File: config.mk
export PLATFORM = sky130hd
export DESIGN_NAME = mem_arbiter_flat
export DESIGN_NICKNAME = d
export VERILOG_FILES = /design/src/rtl/mem_arbiter_pkg.sv /design/src/rtl/mem_arbiter_if.sv /design/src/rtl/mem_arbiter_perf_counter.sv /design/src/rtl/mem_arbiter.sv /design/src/flat_wrapper.sv
export SDC_FILE = /design/constraint.sdc
export NUM_CORES = 1
export LEC_CHECK = 0
export ABC_AREA = 1
export BUFFER_PORTS_ARGS = -buffer_cell sky130_fd_sc_hd__buf_2
export CAP_MARGIN = 0
export CORE_AREA = 2 2 294 296
export DETAILED_ROUTE_END_ITERATION = 16
export DIE_AREA = 0 0 296 298
export PLACE_DENSITY = 0.3
export SLEW_MARGIN = 20
export SYNTH_ARGS = -nofsm -noshare
export SYNTH_HDL_FRONTEND = slang
export SYNTH_SLANG_ARGS = --single-unit
File: constraint.sdc
create_clock -name clk -period 1.65 [get_ports clk]
set_input_delay 0.0825 -clock clk [delete_from_list [all_inputs] [get_ports clk]]
set_output_delay 0.0825 -clock clk [all_outputs]
set_load 0.005 [all_outputs]
File: src/rtl/mem_arbiter_pkg.sv
// Shared types for the I/D-cache memory port arbiter: widths,
// FSM state encoding, grant-side encoding and tie-break helper.
package mem_arbiter_pkg;

    localparam int ADDR_W = 28;
    localparam int DATA_W = 128;
    localparam int CNT_W  = 16;

    typedef enum logic [1:0] {
        IDLE  = 2'd0,
        GNT_I = 2'd1,
        GNT_D = 2'd2,
        TURN  = 2'd3
    } arb_state_t;

    typedef enum logic {
        SIDE_I = 1'b0,
        SIDE_D = 1'b1
    } side_t;

    // Round-robin pick: on a tie the side not served last wins.
    function automatic side_t pick_side(
        input logic  i_req,
        input logic  d_req,
        input side_t last
    );
        if (i_req && d_req) begin
            return (last == SIDE_I) ? SIDE_D : SIDE_I;
        end
        return d_req ? SIDE_D : SIDE_I;
    endfunction

endpackage

File: src/rtl/mem_arbiter_if.sv
// Bundle of I-cache, D-cache and memory-port signals around the arbiter.
// master: arbiter view; slave: cache/memory environment view.
interface mem_arbiter_if;
    import mem_arbiter_pkg::*;

    logic              i_read;
    logic [ADDR_W-1:0] i_addr;
    logic [DATA_W-1:0] i_rdata;
    logic              i_ready;

    logic              d_read;
    logic              d_write;
    logic [ADDR_W-1:0] d_addr;
    logic [DATA_W-1:0] d_wdata;
    logic [DATA_W-1:0] d_rdata;
    logic              d_ready;

    logic              mem_read;
    logic              mem_write;
    logic [ADDR_W-1:0] mem_addr;
    logic [DATA_W-1:0] mem_wdata;
    logic [DATA_W-1:0] mem_rdata;
    logic              mem_ready;

    modport master (
        input  i_read, i_addr,
        input  d_read, d_write, d_addr, d_wdata,
        input  mem_rdata, mem_ready,
        output i_rdata, i_ready,
        output d_rdata, d_ready,
        output mem_read, mem_write, mem_addr, mem_wdata
    );

    modport slave (
        output i_read, i_addr,
        output d_read, d_write, d_addr, d_wdata,
        output mem_rdata, mem_ready,
        input  i_rdata, i_ready,
        input  d_rdata, d_ready,
        input  mem_read, mem_write, mem_addr, mem_wdata
    );

endinterface

File: src/rtl/mem_arbiter_perf_counter.sv
// Saturating enable counter for performance statistics.
// Ports: clk, rst (async active-low), clr (sync clear), en, count.
module perf_counter #(
    parameter int W = 16
) (
    input  logic         clk,
    input  logic         rst,
    input  logic         clr,
    input  logic         en,
    output logic [W-1:0] count
);

    localparam logic [W-1:0] ONE = {{(W-1){1'b0}}, 1'b1};

    always_ff @(posedge clk or negedge rst) begin
        if (!rst) begin
            count <= '0;
        end else if (clr) begin
            count <= '0;
        end else if (en && (count != '1)) begin
            count <= count + ONE;
        end
    end

endmodule

File: src/rtl/mem_arbiter.sv
// Round-robin arbiter sharing one memory port between I and D caches.
// Ports: clk, rst (async active-low), bus (master), busy_cycles.
module mem_arbiter
    import mem_arbiter_pkg::*;
(
    input  logic             clk,
    input  logic             rst,
    mem_arbiter_if.master    bus,
    output logic [CNT_W-1:0] busy_cycles
);

    arb_state_t state;
    arb_state_t state_nxt;
    side_t      last_gnt;
    side_t      last_gnt_nxt;

    logic i_req;
    logic d_req;
    logic busy_en;

    assign i_req   = bus.i_read;
    assign d_req   = bus.d_read | bus.d_write;
    assign busy_en = bus.mem_read | bus.mem_write;

    always_ff @(posedge clk or negedge rst) begin
        if (!rst) begin
            state    <= IDLE;
            last_gnt <= SIDE_I;
        end else begin
            state    <= state_nxt;
            last_gnt <= last_gnt_nxt;
        end
    end

    // Strobes come from registered state only; ready and read data
    // are forwarded in the same cycle as mem_ready.
    always_comb begin
        state_nxt     = state;
        last_gnt_nxt  = last_gnt;
        bus.mem_read  = 1'b0;
        bus.mem_write = 1'b0;
        bus.mem_addr  = '0;
        bus.mem_wdata = '0;
        bus.i_ready   = 1'b0;
        bus.i_rdata   = '0;
        bus.d_ready   = 1'b0;
        bus.d_rdata   = '0;

        unique case (state)
            IDLE: begin
                if (i_req || d_req) begin
                    if (pick_side(i_req, d_req, last_gnt) == SIDE_D) begin
                        state_nxt = GNT_D;
                    end else begin
                        state_nxt = GNT_I;
                    end
                end
            end
            GNT_I: begin
                bus.mem_read = 1'b1;
                bus.mem_addr = bus.i_addr;
                if (bus.mem_ready) begin
                    bus.i_ready  = 1'b1;
                    bus.i_rdata  = bus.mem_rdata;
                    last_gnt_nxt = SIDE_I;
                    state_nxt    = TURN;
                end
            end
            GNT_D: begin
                // A write-back wins over a simultaneous read.
                bus.mem_write = bus.d_write;
                bus.mem_read  = bus.d_read & ~bus.d_write;
                bus.mem_addr  = bus.d_addr;
                bus.mem_wdata = bus.d_wdata;
                if (bus.mem_ready) begin
                    bus.d_ready  = 1'b1;
                    bus.d_rdata  = bus.mem_rdata;
                    last_gnt_nxt = SIDE_D;
                    state_nxt    = TURN;
                end
            end
            TURN: begin
                // Dead cycle lets the served cache drop its request.
                state_nxt = IDLE;
            end
            default: begin
                state_nxt = IDLE;
            end
        endcase
    end

    perf_counter #(
        .W (CNT_W)
    ) u_busy_cnt (
        .clk   (clk),
        .rst   (rst),
        .clr   (1'b0),
        .en    (busy_en),
        .count (busy_cycles)
    );

endmodule

File: src/flat_wrapper.sv
// flat-port wrapper written by rule: the top's interface ports become plain ports
module mem_arbiter_flat import mem_arbiter_pkg::*;
  (clk, rst, busy_cycles, bus_i_read, bus_i_addr, bus_d_read, bus_d_write, bus_d_addr, bus_d_wdata, bus_mem_rdata, bus_mem_ready, bus_i_rdata, bus_i_ready, bus_d_rdata, bus_d_ready, bus_mem_read, bus_mem_write, bus_mem_addr, bus_mem_wdata);
  mem_arbiter_if bus_i ();
  input  logic clk;
  input  logic rst;
  output logic [CNT_W-1:0] busy_cycles;
  input wire logic [$bits(bus_i.i_read)-1:0] bus_i_read;
  input wire logic [$bits(bus_i.i_addr)-1:0] bus_i_addr;
  input wire logic [$bits(bus_i.d_read)-1:0] bus_d_read;
  input wire logic [$bits(bus_i.d_write)-1:0] bus_d_write;
  input wire logic [$bits(bus_i.d_addr)-1:0] bus_d_addr;
  input wire logic [$bits(bus_i.d_wdata)-1:0] bus_d_wdata;
  input wire logic [$bits(bus_i.mem_rdata)-1:0] bus_mem_rdata;
  input wire logic [$bits(bus_i.mem_ready)-1:0] bus_mem_ready;
  output wire logic [$bits(bus_i.i_rdata)-1:0] bus_i_rdata;
  output wire logic [$bits(bus_i.i_ready)-1:0] bus_i_ready;
  output wire logic [$bits(bus_i.d_rdata)-1:0] bus_d_rdata;
  output wire logic [$bits(bus_i.d_ready)-1:0] bus_d_ready;
  output wire logic [$bits(bus_i.mem_read)-1:0] bus_mem_read;
  output wire logic [$bits(bus_i.mem_write)-1:0] bus_mem_write;
  output wire logic [$bits(bus_i.mem_addr)-1:0] bus_mem_addr;
  output wire logic [$bits(bus_i.mem_wdata)-1:0] bus_mem_wdata;
  assign bus_i.i_read = bus_i_read;
  assign bus_i.i_addr = bus_i_addr;
  assign bus_i.d_read = bus_d_read;
  assign bus_i.d_write = bus_d_write;
  assign bus_i.d_addr = bus_d_addr;
  assign bus_i.d_wdata = bus_d_wdata;
  assign bus_i.mem_rdata = bus_mem_rdata;
  assign bus_i.mem_ready = bus_mem_ready;
  assign bus_i_rdata = bus_i.i_rdata;
  assign bus_i_ready = bus_i.i_ready;
  assign bus_d_rdata = bus_i.d_rdata;
  assign bus_d_ready = bus_i.d_ready;
  assign bus_mem_read = bus_i.mem_read;
  assign bus_mem_write = bus_i.mem_write;
  assign bus_mem_addr = bus_i.mem_addr;
  assign bus_mem_wdata = bus_i.mem_wdata;
  mem_arbiter u_core (.clk(clk), .rst(rst), .bus(bus_i), .busy_cycles(busy_cycles));
endmodule
Yosys cells after proc, flatten, opt, wreduce, memory -nomap -nowiden
Cells that the tools add are included.
- bits of input ports: 318
- word-level logic and storage cells: 50
- output and inout bits: 432
- register bits after elaboration: 19
- multiplexer cells: 26
- equal/unequal tests: 8
- $add $sub $neg: 1
- reductions and logical operators: 8
- bitwise logic cells: 4
- operators with widths (cell ; number):
    128-bit two-way mux ; 4
    28-bit case mux with 2 select lines ; 1
    16-bit by 1-bit adder with 16-bit output (second input constant) ; 1
    16-bit != test (second input constant) ; 1
    1-bit two-way mux ; 15
    2-bit two-way mux ; 3
    2-bit case mux with 3 select lines ; 1
    2-bit equality test (second input constant) ; 2
    2-bit by 1-bit != test with 1-bit output (second input constant) ; 2
    2-bit != test (second input constant) ; 2
    1-bit case mux with 2 select lines ; 2
    3-bit AND reduction ; 1
    2-bit by 1-bit equality test with 1-bit output (second input constant) ; 1
    1-bit logical AND ; 2
    2-bit zero test ; 1
    1-bit bitwise OR ; 2
    2-bit AND reduction ; 1
    2-bit nonzero test ; 1
    2-bit OR reduction ; 1
    1-bit AND ; 1
    1-bit logical OR ; 1
    1-bit NOT ; 1

Logic depth before layout (Yosys ltp)
Gate-level depths: netlist (run 1).
- depth after elaboration: 11
- depth in mapped cells: 11

Modules after synthesis
Synthesis (run 1) repeated with hierarchy kept, for this count alone.
- cells, all modules: 970
- area, all modules: 4485.6 µm²
- by module, submodules not included (module ; area each (µm²) ; cells an instance ; times used):
    mem_arbiter ; 3448.3 ; 826 ; 1
    perf_counter ; 1037.2 ; 144 ; 1

Worst setup path before layout (run 1)
Ideal clock, no wire load.
- kind: flip-flop to output port
- start: reg u_core.state[0]
- end: out bus_mem_addr[0]
- data required time: 1.567 ns
- slack: 0.110 ns
- arrival: 1.457 ns
- cell stages (with the launch flop): 7
- path buffers: 2
- cells stage by stage: dfrtp_1 inv_1 ha_1 inv_1 clkbuf_1 buf_1 a21oi_1
- cells in the longest elaborated chain, start to end: 2
- elaborated cells on any way between the ends: 3
- classes of those cells: eq/ne: 2; mux: 1
- ends and longest elaborated chain (element ; line ; source):
    start, declared ; mem_arbiter.sv:12 ; arb_state_t state;
    start signal, assigned ; mem_arbiter.sv:30 ; state <= state_nxt;
    2-bit equality test / 2-bit by 1-bit equality test with 1-bit output (equally long branches) ; mem_arbiter.sv:49 ; unique case (state)
    28-bit case mux with 2 select lines * ; mem_arbiter.sv:49 ;
    end, declared ; flat_wrapper.sv:22 ; output wire logic [$bits(bus_i.mem_addr)-1:0] bus_mem_addr;
Mark *: on every way between the ends. The rest lies on a longest branch, timed or not.

Worst setup path after layout (run 1)
- start: reg u_core.state[1]
- end: out bus_d_rdata[81]
- cells in the longest elaborated chain, start to end: 2
- ends and longest elaborated chain (element ; line ; source):
    2-bit equality test ; mem_arbiter.sv:49 ;
    128-bit two-way mux ; mem_arbiter.sv:49 ;
    end, declared ; flat_wrapper.sv:18 ; output wire logic [$bits(bus_i.d_rdata)-1:0] bus_d_rdata;
No other way between the ends.

==> impl_metrics.tcl, run 1 <==
set metrics [dict create \
    outcome "complete, but fails checks" \
    failed_checks "setup timing" \
    start_util 0.0500 \
    cts_made_buffers 3 \
    critPathCaptureType "output pin" \
    wl_mm 43.2 \
    clkLatencyLatePin_ns 0.26 \
    critPathLaunchType "register" \
    syn_area_um2 4250 \
    area_growth_pct 170 \
    crit_family "buffers and inverters" \
    async_reset_ff_frac 1.00 \
    power_frac_clock 0.039 \
    setup_viol 372 \
    tightest_slew_ns 0.505 \
    max_freq_mhz 543 \
    ys_seq_area_frac 0.112 \
    drive_gt1_frac 0.559 \
    syn-instance-count 961 \
    p_comb_frac 0.914 \
    drtPass1Iterations 4 \
    synth_edf_count 0 \
    io_buffers 749 \
    power.density_nw_per_um2 1160 \
    cp.arrival_ns 1.76 \
    tns_ns -45.12 \
    wl_per_cell_um 14.9 \
    p_int_uw 6720 \
    yosys.area.top_type_share 0.243 \
    hold_path_class "input pin to register" \
    ctsLongestPathBuffers 2 \
    worst_clock_skew_ns 0.00550 \
    die_x_um 296 \
    synth_most_common_cell "nand2_1" \
    drt_iter0_drc 403 \
    track_usage 0.0851 \
    p_sw_uw 6630 \
    grt_max_degree 38 \
    cts_tree "yes" \
    required_ns 1.57 \
    worstPathMaxFanout 12 \
    gp_routability_congestion 0.832 \
    synthesis.nets 1284 \
    finalHoldViolCount 0 \
    grt_pass1_wl_mm 54.7 \
    cap_viol_max_count 0 \
    clkTransAtPathRegs_ns 0.06 \
    ir_drop_mv 0.775 \
    antenna_left 0 \
    final_nets 2083 \
    core_um2 84900 \
    period_share 1.12 \
    avgSynthCellArea_um2 4.42 \
    finalCriticalPeriod_ns 1.84 \
    path_class "register to output pin" \
    critical_path.slowest_cell "dfrtp_1" \
    synthTopCellsByArea "nand2_1 (24%), inv_1 (24%), nor2_1 (24%), dfrtp_1 (11%), a21oi_1 (3.7%)" \
    crit_chain "buf_6 -> ha_4 -> buf_12 -> nand2_8 -> buf_12 -> clkbuf_16 -> nor2_1 -> buf_2" \
    swShare 0.497 \
    synth_top_area_cell "nand2_1" \
    via_per_inst 2.87 \
    htree_levels 1 \
    synthFlopType "dfrtp_1" \
    synth_seq_cells 19 \
    rows 107 \
    cp_num_buf_inv 5 \
    synthTopCellsByCount "nand2_1 (275), inv_1 (274), nor2_1 (273)" \
    synthDistinctLibCells 24 \
    grt_antenna_before_repair 14 \
    ys.warnings.count 0 \
    seq_power_share 0.048 \
    num_vias 8347 \
    power.total_uw 13400 \
    fp.dieArea_um2 88200 \
    grt_pass1_vias 8049 \
    max_slew_margin 0.662 \
    pre_cts_ws_ns -0.217 \
    max_stage_delay_ns 0.40 \
    finalMaxSlewViolations 0 \
    grt.overflow.total 0 \
    pin_count 750 \
    cts_root_buf "clkbuf_16" \
    crit_top_cell "buf_12" \
    p_leak_uw 0.00784 \
    drc 0 \
    rsz0062_at_grt "yes" \
    cts.sinks 19 \
    fin_ws_ns -0.192 \
    dieHeight_um 298 \
    hpwl_mm 34.1 \
]
[power by group through the flow]
stage / registers, µW / clock network, µW / logic [µW]
floorplan: 679 / 0 / 3640
global placement: 643 / 0 / 8700
detailed placement: 643 / 0 / 8550
CTS: 637 / 533 / 11100
global route: 650 / 557 / 13300
finish: 636 / 520 / 12200
[repair_timing]
| action | CTS | global route |
|---|---|---|
| gates cloned | 10 | 13 |
| endpoints found under the setup margin | 365 | 432 |
| buffers inserted | 11 | 5 |
| pin swaps | 2 | 7 |
| hold endpoints to repair | 19 | 0 |
| gates resized for setup | 76 | 157 |
| hold buffers | 1 | 0 |
[registers in the layout (all words and copies together), names as in the netlist]
name and flops:
u_core.u_busy_cnt.count 16, u_core.state 2, u_core.last_gnt 1
[worst register-to-register path, cell delays in order, from the launching register on]
cell and delay, ns:
dfrtp_1 0.39, inv_2 0.08, ha_4 0.29, clkinvlp_4 0.09
buf_12 0.15, buf_4 0.13, o21ai_0 0.22, a21oi_1 0.08
o21ai_0 0.10, nand2_1 0.07
[per-layer routing]
| layer | vias to the layer above | GRT usage | share of wire |
|---|---|---|---|
| li1 | 4236 | - | - |
| met1 | 3629 | 0.0938 | 0.39 |
| met2 | 402 | 0.162 | 0.50 |
| met3 | 60 | 0.0202 | 0.079 |
| met4 | 20 | 0.0186 | 0.027 |
| met5 | - | 0 | 0.0031 |
[metrics by stage]
step                       util  cell area, µm²  hold WS, ns  std cells
after global routing      0.135           11500        0.243       2903
after CTS                 0.125           10600        0.183       2886
after floorplan               -            4250       -0.213        961
after global placement    0.116            9810       0.0736       2860
final                     0.135           11500        0.181       2905
after detailed placement  0.116            9810       0.0709       2860
[kinds of logic (layout without fill, tap and decap cells)]
logic type / Yosys count / after routing / share of synthesized area
compound gates: 39 / 39 / 0.0501
flops: 19 / 19 / 0.112
fa+ha+maj: 5 / 5 / 0.0147
xor+xnor: 7 / 7 / 0.0144
other cells: 0 / 2 / 0
simple gates: 562 / 562 / 0.508
buf+inv: 329 / 1127 / 0.301
[final timing paths]
check / start / end / slack (ns) / cells past startpoint
hold / removal: bus_i_read / u_core.state[0] / 0.18 / 5
setup reg to reg: u_core.state[0] / u_core.state[1] / -0.05 / 9
hold reg to reg: u_core.last_gnt / u_core.last_gnt / 0.48 / 2
max in group asynchronous: rst / u_core.last_gnt / 1.00 / 2
min in group asynchronous: rst / u_core.u_busy_cnt.count[5] / 0.32 / 2
setup / recovery: u_core.state[1] / bus_d_rdata[81] / -0.19 / 8
[layout by cell type, fill, tap and decap left out, drive strengths merged]
cell type	instances
clkinvlp	1
buf	832
nor2	276
dlygate4sd3	1
clkbuf	15
ha	5
nand3b	2
inv	274
o21ai	7
xnor2	4
nand4	2
diode	2
dfrtp	19
bufbuf	3
nand3	5
xor2	3
o21bai	1
nand2	277
clkinv	1
a21oi	31
[final cells by class]
class | instances | area [µm²]
diodes | 2 | 5.00
multi-input cells | 613 | 3040
well taps | 1144 | 1430
fillers | 10100 | 73400
flip-flops and latches | 19 | 475
clock buffers | 3 | 75.1
inverters | 275 | 1040
clock inverters | 1 | 5.00
repair buffers | 848 | 5420
Note: power is estimated with default switching activity, not from simulation.
==> run 2: changes to the inputs <==
--- a/config.mk
+++ b/config.mk
@@ -8,9 +8,9 @@
 export ABC_AREA = 1
 export BUFFER_PORTS_ARGS = -buffer_cell sky130_fd_sc_hd__buf_2
 export CAP_MARGIN = 0
-export CORE_AREA = 2 2 294 296
+export CORE_AREA = 2 2 292 294
 export DETAILED_ROUTE_END_ITERATION = 16
-export DIE_AREA = 0 0 296 298
+export DIE_AREA = 0 0 294 296
 export PLACE_DENSITY = 0.3
 export SLEW_MARGIN = 20
 export SYNTH_ARGS = -nofsm -noshare
==> constraint.sdc (replaced) <==
create_clock -name clk -period 2.2 [get_ports clk]
set_input_delay 0.11 -clock clk [delete_from_list [all_inputs] [get_ports clk]]
set_output_delay 0.11 -clock clk [all_outputs]
set_load 0.005 [all_outputs]
==> impl_metrics.tcl, run 2 (synthesis gave the netlist of run 1 again) <==
set metrics [dict create \
    cts.sinks 19 \
    top_layer "met5" \
    max_freq_mhz 497 \
    dr_wl_met2_mm 19.6 \
    drive_gt1_frac 0.466 \
    top_register "u_core.u_busy_cnt.count" \
    reg_top3 "u_core.u_busy_cnt.count (16), u_core.state (2), u_core.last_gnt (1)" \
    pin_count 750 \
    power.density_nw_per_um2 711 \
    gp_routability_congestion 0.796 \
    cp.arrival_ns 1.90 \
    max_stage_delay_ns 0.40 \
    p_leak_uw 0.00705 \
    cts_root_buf "clkbuf_16" \
    layout_common_cells "buf_2 (749), inv_1 (274), nand2_1 (273), nor2_1 (273), a21oi_1 (31)" \
    largest_reg_flops 16 \
    max_slew_margin 0.661 \
    period_share 0.914 \
    io_buffers 749 \
    track_usage 0.0767 \
    critical_path.slowest_cell "dfrtp_1" \
    tns_ns 0 \
    register_area_um2 475 \
    cts_tree "yes" \
    nFillCells 10100 \
    rows 107 \
    rsz0062_at_grt "no" \
    outcome "finished, final reports clean" \
    fin_ws_ns 0.189 \
    drtPass1Iterations 4 \
    grt_max_degree 155 \
    hpwl_mm 33.2 \
    cts_made_buffers 3 \
    crit_chain "inv_1 -> ha_1 -> nand2_4 -> buf_4 -> nor2_1 -> buf_2" \
    num_vias 7876 \
    dieHeight_um 296 \
    setup_viol 0 \
    wl_per_cell_um 13.9 \
    fp.dieArea_um2 87000 \
    die_x_um 294 \
    htree_levels 1 \
    critPathCaptureType "output pin" \
    worstPathMaxFanout 25 \
    area_growth_pct 122 \
    cap_viol_max_count 0 \
    core_um2 84200 \
    finalCriticalPeriod_ns 2.01 \
    ctsLongestPathBuffers 2 \
    required_ns 2.09 \
    met1_length_mm 14.9 \
    critPathLaunchType "register" \
    pre_cts_ws_ns 0.193 \
    finalMaxSlewViolations 0 \
    wl_met3_mm 3.53 \
    grt_pass1_vias 7227 \
    clkLatencyLatePin_ns 0.26 \
    start_util 0.0504 \
    grt.overflow.total 0 \
    via_per_inst 2.84 \
    wl_mm 38.5 \
    drt_iter0_drc 291 \
    worst_clock_skew_ns 0.00108 \
    grt_pass1_wl_mm 49.1 \
    clkTransAtPathRegs_ns 0.06 \
    grt_antenna_before_repair 15 \
    multi_input_area_um2 2530 \
    post-cts-setup-buffers 0 \
    hold_path_class "input pin to register" \
    tightest_slew_ns 0.509 \
    antenna_left 0 \
    final_common_cell "buf_2" \
    drc 0 \
    final_nets 2002 \
    ir_drop_mv 0.543 \
    finalHoldViolCount 0 \
    path_class "register to output pin" \
]
[run 2: changes by cell type in the layout (fill, tap and decap cells not counted), sizes merged]
cell | previous run | this run
bufbuf | 3 | 0
diode | 2 | 5
buf | 832 | 765
clkbuf | 15 | 4
clkinv | 1 | 0
inv | 274 | 275
[run 2: power breakdown]
part | switching, µW | leakage [µW] | total (µW) | internal, µW
sequential | 97.1 | 0.000248 | 524 | 427
clock | 168 | 0.0000371 | 415 | 247
combinational | 3610 | 0.00677 | 5780 | 2170
total | 3880 | 0.00705 | 6720 | 2840
[run 2: per-layer routing]
metal | global-route usage | up-vias
li1 | - | 4056
met1 | 0.0865 | 3392
met2 | 0.144 | 377
met3 | 0.0250 | 35
met4 | 0.00747 | 16
met5 | 0 | -
[run 2: path summary, 6_finish.rpt]
path,start,to,depth (start not counted),slack [ns]
max in group asynchronous,rst,u_core.state[1],2,1.51
min in group asynchronous,rst,u_core.u_busy_cnt.count[13],2,0.34
min,bus_i_read,u_core.state[0],5,0.20
min reg2reg,u_core.last_gnt,u_core.last_gnt,2,0.53
max reg2reg,u_core.state[0],u_core.u_busy_cnt.count[4],9,0.42
max,u_core.state[1],bus_i_rdata[102],6,0.19
[run 2: stage by stage]
step	utilization	total power (µW)	instance area, µm²	instances	hold slack (ns)
floorplan	-	3240	4250	961	-0.186
global placement	0.110	6440	9300	2762	0.127
detailed placement	0.110	6340	9300	2762	0.127
CTS	0.112	6800	9390	2767	0.196
global route	0.112	7480	9440	2768	0.239
finish	0.112	6720	9450	2773	0.205
[run 2: area by class of cell]
type,instances,share of cell area
Tap cell,1090,0.144
Inverter,275,0.109
Timing Repair Buffer,767,0.418
Sequential cell,19,0.0503
Clock inverter,1,0.000794
Clock buffer,3,0.00794
Multi-Input combinational cell,613,0.268
Antenna cell,5,0.00132
[run 2: worst max-delay path, delay by kind of cell (launching register included)]
kind	cells	cell delay, ns
adders and majority gates	1	0.23
buffers and inverters	3	0.60
DFF	1	0.40
and+or+nand+nor	2	0.39
[run 2: timing repair]
action                     in CTS  in global routing
setup endpoints to repair       0                 83
hold buffers                    1                  0
hold endpoints to repair       19                  0
resized for setup               0                  3
